<file path="config.mk">
export PLATFORM = sky130hd
export DESIGN_NAME = uart_program_loader
export DESIGN_NICKNAME = d
export VERILOG_FILES = /design/src/rtl/uart_program_loader.sv
export SDC_FILE = /design/constraint.sdc
export NUM_CORES = 1
export LEC_CHECK = 0
export CAP_MARGIN = 40
export CELL_PAD_IN_SITES_DETAIL_PLACEMENT = 2
export CELL_PAD_IN_SITES_GLOBAL_PLACEMENT = 2
export CORE_UTILIZATION = 33
export DETAILED_ROUTE_END_ITERATION = 16
export PLACE_DENSITY_LB_ADDON = 0.1
export SYNTH_ARGS = -nofsm -noshare
export SYNTH_HDL_FRONTEND = slang
export SYNTH_SLANG_ARGS = --single-unit
</file>
<file path="constraint.sdc">
create_clock -name clk -period 2.4 [get_ports clk]
set_clock_uncertainty 0.2 [all_clocks]
set_input_delay 0.6 -clock clk [delete_from_list [all_inputs] [get_ports clk]]
set_output_delay 0.6 -clock clk [all_outputs]
set_load 0.02 [all_outputs]
</file>
<file path="src/rtl/uart_program_loader.sv">
// Boot loader: receives a length-prefixed, XOR-checksummed program image over UART,
// writes it to program memory and holds the core in reset until the image verifies.
module uart_program_loader #(
  parameter int unsigned CLKS_PER_BIT = 434,
  parameter int unsigned MEM_WORDS    = 1024,
  parameter logic [31:0] BASE_ADDR    = 32'h0000_0000,
  parameter int unsigned SYNC_STAGES  = 2,
  parameter int unsigned BREAK_BITS   = 20,
  localparam int unsigned WL_W        = $clog2(MEM_WORDS + 1)
) (
  input  logic            clk,
  input  logic            reset_n,
  input  logic            io_rx,
  output logic [31:0]     mem_address,
  output logic            mem_write_enable,
  output logic [31:0]     mem_write_data,
  output logic            cpu_reset_n,
  output logic            load_done,
  output logic            load_error,
  output logic [WL_W-1:0] words_loaded
);

  localparam int unsigned CNT_W   = $clog2(CLKS_PER_BIT);
  localparam logic [CNT_W-1:0] HALF_LAST = CNT_W'(CLKS_PER_BIT / 2 - 1);
  localparam logic [CNT_W-1:0] BIT_LAST  = CNT_W'(CLKS_PER_BIT - 1);
  localparam int unsigned BRK_CYC = BREAK_BITS * CLKS_PER_BIT;
  localparam int unsigned BRK_W   = $clog2(BRK_CYC + 1);

  localparam logic [2:0] R_IDLE  = 3'd0;
  localparam logic [2:0] R_START = 3'd1;
  localparam logic [2:0] R_DATA  = 3'd2;
  localparam logic [2:0] R_STOP  = 3'd3;
  localparam logic [2:0] R_WAIT  = 3'd4;

  localparam logic [2:0] S_LEN   = 3'd0;
  localparam logic [2:0] S_DATA  = 3'd1;
  localparam logic [2:0] S_CSUM  = 3'd2;
  localparam logic [2:0] S_DONE  = 3'd3;
  localparam logic [2:0] S_ERROR = 3'd4;

  logic [SYNC_STAGES-1:0] sync_ff;
  logic                   rx_s;
  logic                   rx_prev;
  logic [BRK_W-1:0]       low_cnt;
  logic                   brk;

  logic [2:0]       r_state;
  logic [CNT_W-1:0] cnt;
  logic [2:0]       bit_idx;
  logic [7:0]       rx_byte;
  logic             byte_valid;
  logic             frame_err;

  logic [2:0]       state;
  logic [1:0]       byte_cnt;
  logic [31:0]      word_sr;
  logic [31:0]      assembled;
  logic [WL_W-1:0]  n_words;
  logic [7:0]       csum;

  assign rx_s      = sync_ff[SYNC_STAGES-1];
  assign assembled = {rx_byte, word_sr[31:8]};

  always_ff @(posedge clk or negedge reset_n) begin
    if (!reset_n) begin
      sync_ff <= '1;
      rx_prev <= 1'b1;
    end else begin
      sync_ff <= {sync_ff[SYNC_STAGES-2:0], io_rx};
      rx_prev <= rx_s;
    end
  end

  // Saturating low-time counter; brk pulses once per continuous low period.
  always_ff @(posedge clk or negedge reset_n) begin
    if (!reset_n) begin
      low_cnt <= '0;
      brk     <= 1'b0;
    end else begin
      brk <= 1'b0;
      if (rx_s) begin
        low_cnt <= '0;
      end else if (low_cnt != BRK_W'(BRK_CYC)) begin
        low_cnt <= low_cnt + 1'b1;
        if (low_cnt == BRK_W'(BRK_CYC - 1)) brk <= 1'b1;
      end
    end
  end

  always_ff @(posedge clk or negedge reset_n) begin
    if (!reset_n) begin
      r_state    <= R_IDLE;
      cnt        <= '0;
      bit_idx    <= '0;
      rx_byte    <= '0;
      byte_valid <= 1'b0;
      frame_err  <= 1'b0;
    end else begin
      byte_valid <= 1'b0;
      frame_err  <= 1'b0;
      if (brk) begin
        r_state <= R_WAIT;
      end else begin
        case (r_state)
          R_IDLE: begin
            if (rx_prev && !rx_s) begin
              r_state <= R_START;
              cnt     <= '0;
            end
          end
          R_START: begin
            if (cnt == HALF_LAST) begin
              cnt     <= '0;
              bit_idx <= '0;
              r_state <= rx_s ? R_IDLE : R_DATA;
            end else begin
              cnt <= cnt + 1'b1;
            end
          end
          R_DATA: begin
            if (cnt == BIT_LAST) begin
              cnt     <= '0;
              rx_byte <= {rx_s, rx_byte[7:1]};
              if (bit_idx == 3'd7) r_state <= R_STOP;
              else bit_idx <= bit_idx + 1'b1;
            end else begin
              cnt <= cnt + 1'b1;
            end
          end
          R_STOP: begin
            if (cnt == BIT_LAST) begin
              cnt <= '0;
              if (rx_s) begin
                byte_valid <= 1'b1;
                r_state    <= R_IDLE;
              end else begin
                frame_err <= 1'b1;
                r_state   <= R_WAIT;
              end
            end else begin
              cnt <= cnt + 1'b1;
            end
          end
          R_WAIT: begin
            if (rx_s) r_state <= R_IDLE;
          end
          default: r_state <= R_IDLE;
        endcase
      end
    end
  end

  always_ff @(posedge clk or negedge reset_n) begin
    if (!reset_n) begin
      state            <= S_LEN;
      byte_cnt         <= '0;
      word_sr          <= '0;
      n_words          <= '0;
      csum             <= '0;
      mem_address      <= '0;
      mem_write_enable <= 1'b0;
      mem_write_data   <= '0;
      cpu_reset_n      <= 1'b0;
      load_done        <= 1'b0;
      load_error       <= 1'b0;
      words_loaded     <= '0;
    end else begin
      mem_write_enable <= 1'b0;
      if (brk) begin
        state        <= S_LEN;
        byte_cnt     <= '0;
        csum         <= '0;
        words_loaded <= '0;
        cpu_reset_n  <= 1'b0;
        load_done    <= 1'b0;
        load_error   <= 1'b0;
      end else if (frame_err && (state == S_LEN || state == S_DATA || state == S_CSUM)) begin
        state      <= S_ERROR;
        load_error <= 1'b1;
      end else if (byte_valid) begin
        case (state)
          S_LEN: begin
            byte_cnt <= byte_cnt + 1'b1;
            word_sr  <= assembled;
            if (byte_cnt == 2'd3) begin
              n_words <= assembled[WL_W-1:0];
              if (assembled > 32'(MEM_WORDS)) begin
                state      <= S_ERROR;
                load_error <= 1'b1;
              end else if (assembled == '0) begin
                state <= S_CSUM;
              end else begin
                state <= S_DATA;
              end
            end
          end
          S_DATA: begin
            csum     <= csum ^ rx_byte;
            byte_cnt <= byte_cnt + 1'b1;
            word_sr  <= assembled;
            if (byte_cnt == 2'd3) begin
              mem_write_enable <= 1'b1;
              mem_address      <= BASE_ADDR + (32'(words_loaded) << 2);
              mem_write_data   <= assembled;
              words_loaded     <= words_loaded + WL_W'(1);
              if (words_loaded + WL_W'(1) == n_words) state <= S_CSUM;
            end
          end
          S_CSUM: begin
            if (rx_byte == csum) begin
              state       <= S_DONE;
              load_done   <= 1'b1;
              cpu_reset_n <= 1'b1;
            end else begin
              state      <= S_ERROR;
              load_error <= 1'b1;
            end
          end
          default: ;
        endcase
      end
    end
  end

endmodule
</file>
==> results.py, run 1 <==
metrics = {
    "die": {
        "start_util": 0.339,
        "core_sq_um": 21200,
        "placementRows": 53,
        "die-area_sq_um": 22300,
        "pin_count": 82,
        "fp.dieW_um": 149,
        "fp.dieH_um": 149,
    },
    "route": {
        "ant_nets": 0,
        "firstDrtPassIters": 4,
        "remaining_drc_errors": 0,
        "vias": 5491,
        "drt-total-wl_um": 19900,
        "avgRoutedWirePerCell_um": 18.2,
        "vias_per_cell": 5.01,
        "first_iter_violations": 128,
    },
    "placement": {
        "place_congestion": 0.813,
        "dp_worst_setup_slack_ns": 0.0572,
        "dpl_cell_area_sq_um": 8180,
        "hpwl_um": 14200,
        "io_buffers": 60,
    },
    "synthesis": {
        "synth_cells": 716,
        "syn_area_per_cell_sq_um": 10.0,
        "synth_area_leaders": "dfrtp_1 (51%), nand2_1 (8.2%), mux2_2 (6.9%)",
        "synth-edff-count": 0,
        "synth_top_area_frac": 0.506,
        "synth_ff_type": "dfrtp_1",
        "synth.distinct_cells": 64,
        "ys_ff_latch": 148,
        "async_flop_share": 1.00,
        "seq_area_frac_synth": 0.517,
        "yosys_warnings": 0,
        "syn_area_sq_um": 7170,
        "synth_most_common_cell": "nand2_1",
        "synth_common_cells": "nand2_1 (157), dfrtp_1 (145), nor2_1 (59), mux2_2 (44), o21ai_0 (44)",
        "synth_area_leader_cell": "dfrtp_1",
    },
    "global_route": {
        "grt_pass1_wl_um": 33000,
        "grt_pass1_vias": 6211,
        "grt_max_degree": 46,
        "grt_use_total": 0.192,
        "grt-ovfl-total": 0,
        "antenna_found_initial": 0,
    },
    "timing": {
        "max_freq_mhz": 426,
        "setup_viol": 0,
        "min_period_ns": 2.35,
        "tightest_slew_ns": 0.576,
        "final.period_utilization": 0.978,
        "relSlewSlack": 0.614,
        "tns_ns": 0,
        "drv_slew": 0,
        "final_hold_viol_count": 0,
        "rsz0062_at_grt": "no",
        "setup_slack_ns": 0.0537,
    },
    "clocking": {
        "clock-root-buffer": "clkbuf_16",
        "htreeDepth": 4,
        "numCtsBuffers": 17,
        "insertion_delay_ns": 0.43,
        "clk_pin_slew_ns": 0.06,
        "cts_tree": "done",
        "cts.sinks": 148,
        "clock_path_buffers": 2,
    },
    "worst_hold_path": {
        "hold_class": "flip-flop to flip-flop",
    },
    "final_layout": {
        "syn_to_final_growth_pct": 23.6,
        "drive_gt1_frac": 0.184,
        "nFillCells": 2240,
        "fin_area_sq_um": 8860,
        "num_antenna_cells": 0,
        "num-nets-final": 820,
    },
    "critical_path": {
        "cpPeakStageDelay_ns": 0.60,
        "critPathSlowestCell": "clkdlybuf4s50_1",
        "critical_path.max_fanout": 5,
        "endpoint_kind": "output port",
        "critical_path.top_delay_family": "buffers and inverters",
        "worstSetupStartpointType": "flip-flop",
        "critical_path_arrival_ns": 1.55,
        "crit_required_ns": 1.60,
        "worstSetupPathType": "flip-flop to output port",
        "critPathBufInv": 2,
        "path_cells": "buf_4 -> clkdlybuf4s50_1",
    },
    "job": {
        "max-cap-violations": 0,
    },
    "power_and_ir_drop": {
        "p_total_uw": 6300,
        "p_leak_uw": 0.00426,
        "powerDensity_nw_per_um2": 711,
        "peakVddDrop_mv": 0.390,
    },
    "run_status": {
        "status": "finished clean",
    },
}
placed cells by master (no fill, tap or decap), types with 3 or more instances in the layout:
cell type / instances
a21oi_1: 7
a31oi_1: 8
and3_1: 5
buf_12: 4
buf_4: 48
clkbuf_16: 17
clkdlybuf4s50_1: 54
clkinv_4: 3
clkinvlp_4: 5
conb_1: 21
dfrtp_1: 145
dfstp_2: 3
dlygate4sd2_1: 5
ha_1: 9
inv_1: 16
inv_6: 3
mux2_2: 44
mux2i_1: 4
nand2_1: 156
nand2b_1: 3
nand3_1: 22
nand3b_1: 4
nand4_1: 12
nor2_1: 59
nor3_1: 7
nor4_1: 16
o21a_1: 3
o21ai_0: 43
or3_1: 4
xnor2_1: 23
xor2_1: 20
what timing repair did:
| item | 4_1_cts | 5_1_grt |
|---|---|---|
| pin swaps | 0 | 3 |
| hold buffers | 1 | 0 |
| endpoints found under the hold margin | 31 | 0 |
| resized for setup | 5 | 2 |
| setup endpoints to repair | 5 | 20 |
| setup buffers | 0 | 10 |
power breakdown:
| part | switching, uW | internal, uW | leakage (uW) |
|---|---|---|---|
| clock | 1120 | 1570 | 0.000273 |
| combinational | 566 | 383 | 0.00194 |
| sequential | 95.5 | 2560 | 0.00205 |
| total | 1780 | 4520 | 0.00426 |
cell type report:
type                       instances  area (sq um)  area share
clock inverter                    13           150      0.0170
inverter                          17          63.8     0.00721
multi-input combinational        511          3100       0.350
clock buffer                      19           443      0.0500
sequential                       148          3710       0.419
timing repair buffer             113          1050       0.118
tap                              275           344      0.0389
registers in the layout (all words and copies together), names as in the netlist:
signal            flops
low_cnt              14
frame_err             1
bit_idx               3
word_sr              24
csum                  8
load_error            1
load_done             1
words_loaded         11
mem_write_data       32
mem_write_enable      1
byte_cnt              2
byte_valid            1
cnt                   9
state                 3
brk                   1
sync_ff               2
rx_byte               8
r_state               3
rx_prev               1
mem_address          11
n_words              11
layer usage:
layer	global-route usage	vias up	part of all wire
met5	0	-	0
met3	0.0440	16	0.024
met4	0.0571	0	0.014
met1	0.231	2854	0.44
li1	-	2553	-
met2	0.339	68	0.52
worst register-to-register path, delay by kind of cell, from the launching register on:
kind,cells,cell delay [ns]
AND/OR/NAND/NOR,2,0.65
flip-flops,1,0.52
multiplexers,1,0.36
AO/OA/AOI/OAI,1,0.33
buffers and inverters,1,0.11
logic make-up (layout without fill, tap and decap cells):
family,count (synthesis),count (layout),synth area share
flops,148,148,0.517
other cells,1,21,0.000523
buf+inv,77,162,0.0611
compound gates,78,78,0.0719
mux,48,48,0.0747
simple gates,312,312,0.206
fa+ha+maj,9,9,0.0157
xor+xnor,43,43,0.0525
through the flow:
step | util | hold slack [ns] | cells
floorplan | - | 0.104 | 736
global placement | 0.387 | 0.148 | 1053
detailed placement | 0.387 | 0.149 | 1053
CTS | 0.415 | 0.159 | 1086
global route | 0.419 | 0.161 | 1096
finish | 0.419 | 0.157 | 1096
final timing paths:
check / slack (ns) / from / end / cells past startpoint
max in group asynchronous: 0.89 / reset_n / sync_ff[1] / 3
min in group asynchronous: 0.46 / reset_n / words_loaded[5] / 2
worst min register to register: 0.16 / sync_ff[0] / sync_ff[1] / 0
worst min-delay path: 0.16 / sync_ff[0] / sync_ff[1] / 0
worst max-delay path: 0.05 / words_loaded[6] / words_loaded[6] / 2
worst max register to register: 0.10 / r_state[1] / bit_idx[0] / 5
(Power assumes the default switching activity.)
==> run 2, diff against run 1 <==
==> constraint.sdc (replaced) <==
create_clock -name clk -period 2 [get_ports clk]
set_clock_uncertainty 0.2 [all_clocks]
set_input_delay 0.5 -clock clk [delete_from_list [all_inputs] [get_ports clk]]
set_output_delay 0.5 -clock clk [all_outputs]
set_load 0.02 [all_outputs]
==> results.py, run 2 (synthesis gave the netlist of run 1 again) <==
metrics = {
    "run_status": {
        "status": "complete, but fails checks",
        "violations": "negative setup slack",
    },
    "final_layout": {
        "num-nets-final": 896,
        "final_cell_mix": "nand2_1 (153), dfrtp_1 (137), buf_4 (105)",
        "largest_reg_flops": 32,
        "num_antenna_cells": 0,
        "nFillCells": 2224,
        "final_common_cell": "nand2_1",
        "top_register": "mem_write_data",
        "syn_to_final_growth_pct": 37.3,
        "drive_gt1_frac": 0.322,
        "largest_registers": "mem_write_data x32, word_sr x24, low_cnt x14",
    },
    "clocking": {
        "clock-root-buffer": "clkbuf_16",
        "numCtsBuffers": 17,
        "cts_tree": "done",
        "htreeDepth": 4,
        "cts.sinks": 148,
        "clock_path_buffers": 2,
        "clk_pin_slew_ns": 0.07,
        "insertion_delay_ns": 0.43,
    },
    "timing": {
        "final_hold_viol_count": 0,
        "rsz0062_at_grt": "yes",
        "min_period_ns": 2.26,
        "setup_slack_ns": -0.264,
        "tightest_slew_ns": 0.586,
        "drv_slew": 0,
        "relSlewSlack": 0.607,
        "setup_viol": 37,
        "final.period_utilization": 1.13,
        "max_freq_mhz": 442,
        "tns_ns": -3.62,
    },
    "critical_path": {
        "r2r-start": "words_loaded[0]",
        "worstSetupPathType": "flip-flop to flip-flop",
        "worstSetupStartpointType": "flip-flop",
        "crit_required_ns": 2.11,
        "endpoint_kind": "flip-flop",
        "critical_path_arrival_ns": 2.37,
        "r2r_slack_ns": -0.26,
        "critical_path.max_fanout": 4,
        "startpoint": "words_loaded[0]",
    },
    "die": {
        "fp.dieW_um": 149,
        "fp.dieH_um": 149,
        "start_util": 0.339,
        "pin_count": 82,
        "die-area_sq_um": 22300,
        "core_sq_um": 21200,
        "placementRows": 53,
    },
    "route": {
        "vias_per_cell": 4.94,
        "ant_nets": 0,
        "drt-total-wl_um": 23500,
        "remaining_drc_errors": 0,
        "vias": 5787,
        "firstDrtPassIters": 4,
        "first_iter_violations": 177,
        "avgRoutedWirePerCell_um": 20.0,
    },
    "global_route": {
        "grt-ovfl-total": 0,
        "grt_pass1_vias": 6722,
        "antenna_found_initial": 0,
        "grt_use_total": 0.213,
        "grt_pass1_wl_um": 36200,
        "grt_max_degree": 46,
    },
    "placement": {
        "place_congestion": 0.828,
        "dp_worst_setup_slack_ns": -0.253,
        "hpwl_um": 15000,
        "io_buffers": 60,
    },
    "power_and_ir_drop": {
        "seq_power_share": 0.376,
        "p_leak_uw": 0.00500,
        "power_frac_comb": 0.225,
        "peakVddDrop_mv": 0.575,
        "p_sw_frac": 0.304,
        "p_clk_frac": 0.399,
        "switchingPower_uw": 2560,
        "powerDensity_nw_per_um2": 856,
        "p_int_uw": 5870,
    },
    "worst_hold_path": {
        "hold_class": "flip-flop to flip-flop",
        "hp-start": "sync_ff[0]",
    },
    "job": {
        "max-cap-violations": 0,
    },
}
run 2: cell types whose count changed in the layout (fill, tap and decap cells not counted), sizes merged:
| cell | delta |
|---|---|
| dlygate4sd2 | +45 |
| clkdlybuf4s15 | +3 |
| clkbuf | +4 |
| buf | +75 |
| clkinvlp | -5 |
| inv | +8 |
| clkdlybuf4s50 | -53 |
| clkinv | -1 |
run 2: final cells by class:
class	instances	area (sq um)	area share
Multi-Input combinational cell	511	3460	0.351
Tap cell	275	344	0.0350
Inverter	17	66.3	0.00674
Clock inverter	15	178	0.0181
Timing Repair Buffer	189	1650	0.168
Sequential cell	148	3720	0.378
Clock buffer	17	425	0.0432
run 2: per-layer routing:
layer / track usage / wire [um] / vias to the layer above / part of all wire
met5: 0 / 0 / - / 0
met2: 0.390 / 12900 / 73 / 0.55
met3: 0.0346 / 412 / 21 / 0.018
li1: - / - / 2703 / -
met4: 0.0735 / 354 / 0 / 0.015
met1: 0.249 / 9800 / 2990 / 0.42
run 2: power groups by stage:
stage	clock network [uW]	registers, uW	logic (uW)
final	3360	3170	1900
after global routing	3530	3180	2050
after CTS	3420	3160	1670
after detailed placement	0	3230	1330
after global placement	0	3210	1220
after floorplan	0	3190	816
run 2: critical path, stage by stage (launching register included):
cell and delay, ns:
dfrtp_2 0.39, ha_4 0.13, nand4_1 0.20, o21a_1 0.27, or4b_4 0.51, o311ai_4 0.09
a31oi_2 0.16, o21a_1 0.20
run 2: repair_timing:
action | in CTS | in global routing
hold endpoints to repair | 27 | 0
setup endpoints to repair | 102 | 56
hold buffers | 1 | 0
pin swaps | 23 | 20
buffers inserted | 11 | 14
cloned | 0 | 3
resized for setup | 127 | 59
run 2: stage by stage:
stage	utilization	power, uW	cells	instance area [sq um]	hold slack (ns)
6_report	0.465	8430	1172	9840	0.156
5_1_grt	0.465	8760	1172	9840	0.165
4_1_cts	0.451	8260	1157	9540	0.157
3_5_place_dp	0.413	4560	1113	8730	0.148
3_3_place_gp	0.412	4440	1112	8720	0.148
2_1_floorplan	-	4010	736	7320	0.00441
run 2: worst paths after layout:
path / endpoint / cells after the start
setup / recovery: state[0] / 7
hold / removal: sync_ff[1] / 0
setup reg to reg: state[0] / 7
hold reg to reg: sync_ff[1] / 0
max in group asynchronous: n_words[9] / 3
min in group asynchronous: cnt[2] / 2
